### src/rtl/perf_pkg.sv
// perf_pkg: shared widths, report length and FSM states for perf_report (checksum byte under PERF_REPORT_CKSUM_EN)
package perf_pkg;
  localparam int CNT_W = 16;
  localparam int BYTE_W = 8;
`ifdef PERF_REPORT_CKSUM_EN
  localparam int RPT_BYTES = 5;
`else
  localparam int RPT_BYTES = 4;
`endif
  localparam logic [2:0] LAST_IDX = 3'(RPT_BYTES - 1);
  typedef enum logic [1:0] {IDLE, RUN, SETTLE, SEND} state_t;
endpackage

### src/rtl/perf_report_if.sv
// perf_report_if: valid/ready byte stream towards the serial transmitter
interface perf_report_if;
  import perf_pkg::*;
  logic [BYTE_W-1:0] tx_data;
  logic tx_valid;
  logic tx_ready;
  modport master(output tx_data, output tx_valid, input tx_ready);
  modport slave(input tx_data, input tx_valid, output tx_ready);
endinterface

### src/rtl/perf_tx_ser.sv
// perf_tx_ser: snapshots the counts on i_load and streams them MSB-first over valid/ready
// PERF_REPORT_CKSUM_EN appends an XOR checksum byte
module perf_tx_ser
  import perf_pkg::*;
(
  input  logic             clk,
  input  logic             rst,
  input  logic             i_load,
  input  logic [CNT_W-1:0] i_instr,
  input  logic [CNT_W-1:0] i_cycle,
  output logic             o_done,
  perf_report_if.master    tx
);
  logic [CNT_W-1:0] r_instr, r_cycle;
  logic [2:0] r_idx;
  logic r_valid;
  logic w_acc;
  logic [BYTE_W-1:0] w_byte;
  assign w_acc = r_valid & tx.tx_ready;
  assign o_done = w_acc && r_idx == LAST_IDX;
`ifdef PERF_REPORT_CKSUM_EN
  logic [BYTE_W-1:0] w_ck;
  assign w_ck = r_instr[15:8] ^ r_instr[7:0] ^ r_cycle[15:8] ^ r_cycle[7:0];
  assign w_byte = r_idx == 3'd0 ? r_instr[15:8] :
                  r_idx == 3'd1 ? r_instr[7:0] :
                  r_idx == 3'd2 ? r_cycle[15:8] :
                  r_idx == 3'd3 ? r_cycle[7:0] : w_ck;
`else
  assign w_byte = r_idx == 3'd0 ? r_instr[15:8] :
                  r_idx == 3'd1 ? r_instr[7:0] :
                  r_idx == 3'd2 ? r_cycle[15:8] : r_cycle[7:0];
`endif
  assign tx.tx_data = w_byte;
  assign tx.tx_valid = r_valid;
  always_ff @(posedge clk or negedge rst)
    if (!rst) begin
      r_instr <= '0;
      r_cycle <= '0;
      r_idx <= '0;
      r_valid <= 1'b0;
    end else if (i_load) begin
      r_instr <= i_instr;
      r_cycle <= i_cycle;
      r_idx <= '0;
      r_valid <= 1'b1;
    end else if (w_acc) begin
      r_valid <= r_idx != LAST_IDX;
      r_idx <= r_idx == LAST_IDX ? r_idx : r_idx + 3'd1;
    end
endmodule

### src/rtl/perf_report.sv
// perf_report: turns host start/stop pulses into counter strobes and reports the frozen counts
// report length set by PERF_REPORT_CKSUM_EN in perf_pkg
module perf_report
  import perf_pkg::*;
(
  input  logic             clk,
  input  logic             rst,
  input  logic             cmd_start,
  input  logic             cmd_stop,
  input  logic [CNT_W-1:0] instr_cnt,
  input  logic [CNT_W-1:0] cycle_cnt,
  output logic             str_icnt,
  output logic             str_ccnt,
  output logic             stp_cnt,
  output logic             busy,
  perf_report_if.master    tx
);
  state_t r_state, w_next;
  logic r_str, r_stp;
  logic w_str, w_stp, w_load, w_done;
  assign str_icnt = r_str;
  assign str_ccnt = r_str;
  assign stp_cnt = r_stp;
  assign busy = r_state == SETTLE || r_state == SEND;
  // RUN lingers one cycle with the stop strobe out so the counter's last increment lands before SETTLE
  always_comb begin
    w_next = r_state;
    w_str = 1'b0;
    w_stp = 1'b0;
    w_load = 1'b0;
    case (r_state)
      IDLE: begin
        w_str = cmd_start;
        w_next = cmd_start ? RUN : IDLE;
      end
      RUN: begin
        w_stp = cmd_stop & ~r_stp;
        w_next = r_stp ? SETTLE : RUN;
      end
      SETTLE: begin
        w_load = 1'b1;
        w_next = SEND;
      end
      default: w_next = w_done ? IDLE : SEND;
    endcase
  end
  always_ff @(posedge clk or negedge rst)
    if (!rst) begin
      r_state <= IDLE;
      r_str <= 1'b0;
      r_stp <= 1'b0;
    end else begin
      r_state <= w_next;
      r_str <= w_str;
      r_stp <= w_stp;
    end
  perf_tx_ser u_ser (
    .clk(clk),
    .rst(rst),
    .i_load(w_load),
    .i_instr(instr_cnt),
    .i_cycle(cycle_cnt),
    .o_done(w_done),
    .tx(tx)
  );
endmodule

### src/flat_wrapper.sv
// flat-port wrapper written by rule: the top's interface ports become plain ports
module perf_report_flat import perf_pkg::*;
  (clk, rst, cmd_start, cmd_stop, instr_cnt, cycle_cnt, str_icnt, str_ccnt, stp_cnt, busy, tx_tx_data, tx_tx_valid, tx_tx_ready);
  perf_report_if tx_i ();
  input  logic clk;
  input  logic rst;
  input  logic cmd_start;
  input  logic cmd_stop;
  input  logic [CNT_W-1:0] instr_cnt;
  input  logic [CNT_W-1:0] cycle_cnt;
  output logic str_icnt;
  output logic str_ccnt;
  output logic stp_cnt;
  output logic busy;
  output wire logic [$bits(tx_i.tx_data)-1:0] tx_tx_data;
  output wire logic [$bits(tx_i.tx_valid)-1:0] tx_tx_valid;
  input wire logic [$bits(tx_i.tx_ready)-1:0] tx_tx_ready;
  assign tx_tx_data = tx_i.tx_data;
  assign tx_tx_valid = tx_i.tx_valid;
  assign tx_i.tx_ready = tx_tx_ready;
  perf_report u_core (.clk(clk), .rst(rst), .cmd_start(cmd_start), .cmd_stop(cmd_stop), .instr_cnt(instr_cnt), .cycle_cnt(cycle_cnt), .str_icnt(str_icnt), .str_ccnt(str_ccnt), .stp_cnt(stp_cnt), .busy(busy), .tx(tx_i));
endmodule
### config.mk
export PLATFORM = sky130hd
export DESIGN_NAME = perf_report_flat
export DESIGN_NICKNAME = d
export VERILOG_FILES = /design/src/rtl/perf_pkg.sv /design/src/rtl/perf_report_if.sv /design/src/rtl/perf_tx_ser.sv /design/src/rtl/perf_report.sv /design/src/flat_wrapper.sv
export SDC_FILE = /design/constraint.sdc
export NUM_CORES = 1
export LEC_CHECK = 0
export CORE_MARGIN = 4
export CORE_UTILIZATION = 52
export CTS_BUF_LIST = sky130_fd_sc_hd__clkbuf_16
export DETAILED_ROUTE_END_ITERATION = 7
export GPL_ROUTABILITY_DRIVEN = 0
export PLACE_DENSITY = 0.84
export SLEW_MARGIN = 20
export SYNTH_ARGS = -nofsm -noshare
export SYNTH_HDL_FRONTEND = slang
export SYNTH_SLANG_ARGS = --single-unit
### constraint.sdc
create_clock -name clk -period 5.89 [get_ports clk]
set_clock_uncertainty 0.2 [all_clocks]
set_input_delay 1.178 -clock clk [delete_from_list [all_inputs] [get_ports clk]]
set_output_delay 1.178 -clock clk [all_outputs]
set_load 0.1 [all_outputs]
# ---- Word level (Yosys, flattened, before mapping)
# Index checks and enable logic that the tools add are counted.
dict set report classes {
  addsub 1
  eq_ne 8
  mux 15
  n_bitwise 3
  reduce_logical 6
}
# cell n
set ops {}
lappend ops {{2-to-1 mux 8 bit} 3}
lappend ops {{2-to-1 mux 3 bit} 3}
lappend ops {{equality test 3 x 2 -> 1 bit (second input constant)} 2}
lappend ops {{2-to-1 mux 1 bit} 6}
lappend ops {{one-hot mux 2 bit (3 select lines)} 1}
lappend ops {{equality test 2 bit (second input constant)} 2}
lappend ops {{2-to-1 mux 2 bit} 2}
lappend ops {{adder 3 x 1 -> 3 bit (second input constant)} 1}
lappend ops {{equality test 3 x 1 -> 1 bit (second input constant)} 1}
lappend ops {{zero test 3 bit} 1}
lappend ops {{inequality test 3 x 2 -> 1 bit (second input constant)} 1}
lappend ops {{AND 1 bit} 2}
lappend ops {{equality test 2 x 1 -> 1 bit (second input constant)} 1}
lappend ops {{zero test 2 bit} 1}
lappend ops {{inequality test 2 bit (second input constant)} 1}
lappend ops {{AND reduction 2 bit} 1}
lappend ops {{nonzero test 2 bit} 1}
lappend ops {{logical AND 1 bit} 1}
lappend ops {{logical OR 1 bit} 1}
lappend ops {{inverter 1 bit} 1}
dict set report word_totals {
  ff_bits 40
  input_bits 37
  out_inout_bits 13
  wordCells 40
}

# ---- Logic depth before layout (Yosys ltp)
dict set report depth {
  depth_word 4
  depth_mapped 7
  depth_no_buf 5
}

# ---- By module
# From an unflattened synthesis, not the netlist that was laid out.
dict set report unflattened {
  hier_cells 156
  area_unflattened_um2 1995.7
}
# module instances cells_each area_each_um2 seq_area_each_um2
set by_module_without_submodules {}
lappend by_module_without_submodules {perf_tx_ser 1 142 1818.0 900.9}
lappend by_module_without_submodules {perf_report 1 14 177.7 100.1}

# ---- Least setup slack after synthesis
# OpenSTA, ideal clock, no wires.
dict set report synth_path {
  path_kind {register to output}
  startpoint {register u_core.u_ser.r_idx[0]}
  endpoint {output tx_tx_data[5]}
  t_arrival_ns 2.789
  t_required_ns 4.512
  path_slack_ns 1.723
  stages_incl_launch_ff 8
  path_buffers 2
  cell_sequence {dfrtp_1 inv_1 ha_1 buf_2 buf_2 nor2_1 a221o_1 a21oi_1}
}
dict set report synth_between {
  elab_chain_len 4
  elab_cells_between_ends 6
  cone_classes {eq/ne: 2; mux: 3; reduce/logical: 1}
}
# element line_no
set synth_lines {}
lappend synth_lines {{start: declaration} perf_tx_ser.sv:15} ;# logic [2:0] r_idx;
lappend synth_lines {{start signal: assignment} perf_tx_ser.sv:48} ;# r_idx <= r_idx == LAST_IDX ? r_idx : r_idx + 3'd1;
lappend synth_lines {{equality test 3 x 2 -> 1 bit} perf_tx_ser.sv:31} ;# r_idx == 3'd2 ? r_cycle[15:8] : r_cycle[7:0];
lappend synth_lines {{2-to-1 mux 8 bit} perf_tx_ser.sv:31}
lappend synth_lines {{2-to-1 mux 8 bit} perf_tx_ser.sv:30} ;# r_idx == 3'd1 ? r_instr[7:0] :
lappend synth_lines {{2-to-1 mux 8 bit *} perf_tx_ser.sv:29} ;# assign w_byte = r_idx == 3'd0 ? r_instr[15:8] :
lappend synth_lines {{end: declaration} flat_wrapper.sv:15} ;# output wire logic [$bits(tx_i.tx_data)-1:0] tx_tx_data;
# Mark *: on every way between the ends. The rest lies on a longest branch, timed or not.

# ---- Final worst setup path
dict set report layout_path {
  startpoint {register u_core.u_ser.r_idx[0]}
  endpoint {output tx_tx_data[7]}
}
# Same word-level chain as after synthesis.

==> summary.txt <==
Outcome
  – Result of the run: completed

Routing
  – DRC marker count from the first detailed-route iteration: 82
  – WL final: 4120 um
  – Count of vias placed by the detailed router: 1,418
  – Average wire length per cell after detail routing: 15.6 um
  – DRT Pass-1 Iters: 4
  – Remaining number of nets flagged by the antenna check after routing: 0
  – Number of remaining DRC errors: 0
  – Vias per inst: 5.37

Logic synthesis
  – Cell accounting for the most synthesized area: sky130_fd_sc_hd__dfrtp_1
  – Distinct cells, synth: 25
  – Fraction of registers with async set or reset after synthesis: 100%
  – Cell with the most instances after synthesis: sky130_fd_sc_hd__dfrtp_1
  – Register area share after synthesis: 51.2%
  – Area share of the largest cell type after synthesis: 51.2%
  – Post-synth design cell area: 1960 um^2
  – Post-Synthesis Mean Instance Area: 11.3 um^2
  – Number of flops mapped to enable cells by yosys: 0
  – Most common flop cell mapped by yosys: sky130_fd_sc_hd__dfrtp_1
  – Mapped Cells: 173
  – Number of nets in the synthesized netlist: 215
  – Warnings, synthesis: 0
  – Synth area leaders: sky130_fd_sc_hd__dfrtp_1 (51%), sky130_fd_sc_hd__mux2_2 (14%), sky130_fd_sc_hd__o22ai_2 (5.1%), sky130_fd_sc_hd__a221o_1 (4.1%), sky130_fd_sc_hd__nand2_1 (3.6%)
  – List of most frequent post-synthesis cells: sky130_fd_sc_hd__dfrtp_1 (40), sky130_fd_sc_hd__mux2_2 (24), sky130_fd_sc_hd__nand2_1 (19)
  – Count of state elements after synthesis: 40

Worst hold path
  – Endpoint, Worst Hold: u_core.stp_cnt
  – Min-delay worst type: flop to flop
  – Number of stages on the worst hold path: 1
  – Worst min-delay path startpoint: u_core.stp_cnt

Floorplanning
  – Placeable core region: 3660 um^2
  – I/O pin count: 50
  – Die area: 4810 um^2
  – Die outline height: 69.3 um
  – Total number of placement rows: 22
  – Chip width: 69.3 um
  – Initial core utilization: 53.5%

Clock tree
  – Number of buffers added by the clock tree synthesis step: 5
  – Clock latency reported for the late side of the worst-skew pair: 0.27 ns
  – Clock buffer depth: 2
  – CTS Root Buffer Type: sky130_fd_sc_hd__clkbuf_16
  – Count of instances resized after the clock tree is built: 0
  – Cts hold-fix bufs: 0
  – Buffers inserted by post-CTS timing repair: 0
  – Number of clock sinks: 40
  – Maximum level of the CTS H-tree: 2
  – CTS tree: built
  – Clock slew seen by the registers of the worst setup and hold paths: 0.05 ns

Critical path
  – Slowest stage delay, CP: 1.17 ns
  – Cell with the biggest individual delay on the critical path: sky130_fd_sc_hd__clkdlybuf4s50_1
  – Worst Reg-to-Reg Cells: 2
  – Crit Path Category: flop to output pin
  – Ordered list of cells on the worst path: inv_1 -> ha_1 -> or3_1 -> o22ai_2 -> a21oi_1 -> clkdlybuf4s50_1
  – Worst reg2reg setup slack: 3.77 ns
  – Critical path launch point type: flop
  – Largest driver fanout on the critical path: 18
  – Data required time of the critical path: 4.51 ns
  – Worst reg2reg path endpoint: u_core.u_ser.r_instr[7]
  – CP arrival: 3.38 ns
  – Critical Path Sink Type: output pin
  – Worst reg2reg startpoint: u_core.r_state[1]

Place
  – Worst slack after detailed placement: 1.50 ns
  – HPWL after DPL: 2830 um
  – Total of buffers placed on input and output ports: 49

Timing
  – Number of hold violations in the final report: 0
  – Final count of pins violating max slew: 0
  – Final number of setup-violating endpoints: 0
  – Final critical-path share of the clock period: 80.7%
  – Maximum frequency from static timing analysis: 210 MHz
  – Slew at the pin closest to its max-slew limit: 1.05 ns
  – Post-Route Setup TNS: 0 ns
  – Shortest period the worst path allows: 4.75 ns
  – Rel. slew slack: 29.6%
  – Setup ws final: 1.14 ns
  – Setup repair after global routing missed its margin: no

Layout
  – Area growth from synthesis to final layout: 30.8%
  – Fraction of layout cells with a size suffix above 1: 18.5%
  – Nets: 257
  – Antenna Diode Count: 0

Global route
  – Initial antenna violation count: 0
  – Total global routing track utilization: 18.1%
  – Maximum number of pins on one net before global-route repair: 45
  – Wire length of the first global-routing pass: 7040 um
  – Total grt overflow: 0
  – Number of global-route vias before repair: 1,489

Flow run
  – Max-capacitance violation count: 0
[placed cells by master, fill, tap and decap left out, drive strengths merged]
master         instances
nor2b                  2
nand3                  1
clkbuf                 5
dfrtp                 40
nor3b                  1
nand3b                 1
xnor2                  1
clkinv                 1
ha                     5
a21o                   1
clkdlybuf4s50         48
mux2                  24
nand2                 19
nor3                   2
nor4bb                 1
mux2i                  2
o22ai                  8
nor2                  13
or4b                   1
o21ai                  8
a21oi                  9
buf                    1
inv                   13
or3                    1
a221o                  8
[logic make-up (layout without fill, tap and decap cells)]
family	after synthesis	count (layout)	synth area share [%]
AOI/OAI and AO/OA	34	34	13.9
and+or+nand+nor	42	42	9.85
adders and majority gates	5	5	3.20
muxes	26	26	14.8
xor gates and xnor gates	1	1	0.448
DFF	40	40	51.2
buffers and inverters	25	68	6.59
[worst max-delay path by stage]
stage	startpoint	endpoint	slack, ns
detailed placement	u_core.u_ser.r_idx[0]	tx_tx_data[7]	1.50
finish	u_core.u_ser.r_idx[0]	tx_tx_data[7]	1.14
CTS	u_core.u_ser.r_idx[0]	tx_tx_data[7]	1.14
global placement	u_core.u_ser.r_idx[0]	tx_tx_data[7]	1.64
global route	u_core.u_ser.r_idx[0]	tx_tx_data[7]	1.01
floorplan	u_core.u_ser.r_idx[0]	tx_tx_data[5]	1.72
[registers in the layout, summed over array words and instances (netlist names)]
register                  cells
u_core.u_ser.r_cycle         16
u_core.u_ser.r_instr         16
u_core.u_ser.r_idx            3
u_core.r_state                2
u_core.stp_cnt                1
u_core.str_ccnt               1
u_core.u_ser.tx.tx_valid      1
[layout make-up]
type	count	area, um^2
flip-flops and latches	40	1000
fillers	264	1100
inverters	11	41.3
multi-input cells	108	835
clock buffers	5	125
clock inverters	3	11.3
repair buffers	49	485
well taps	48	60.1
[per-stage QoR]
stage	hold WS (ns)	area, um^2	util [%]	instances
after floorplan	0.281	1960	-	173
after global placement	0.266	2420	66.2	256
after detailed placement	0.303	2420	66.2	256
after CTS	0.310	2560	69.9	264
after global routing	0.336	2560	69.9	264
final	0.312	2560	69.9	264
[metal layers]
metal  global-route usage (%)  part of all wire [%]
met5                        0                     0
met4                     7.81                   1.7
met3                     5.07                   6.0
met2                     28.2                    49
met1                     23.7                    44
[worst max-delay path, delay by kind of cell, from the launching register on]
family,cells,cell delay (ns)
buffers and inverters,2,1.29
adder cells (fa/ha/maj),1,0.54
AND/OR/NAND/NOR,1,0.51
flip-flops,1,0.40
AO/OA/AOI/OAI,2,0.34
Power is left out: the tool's default activity adds up to more than one toggle a clock period on the data nets, which glitch-free logic cannot reach.
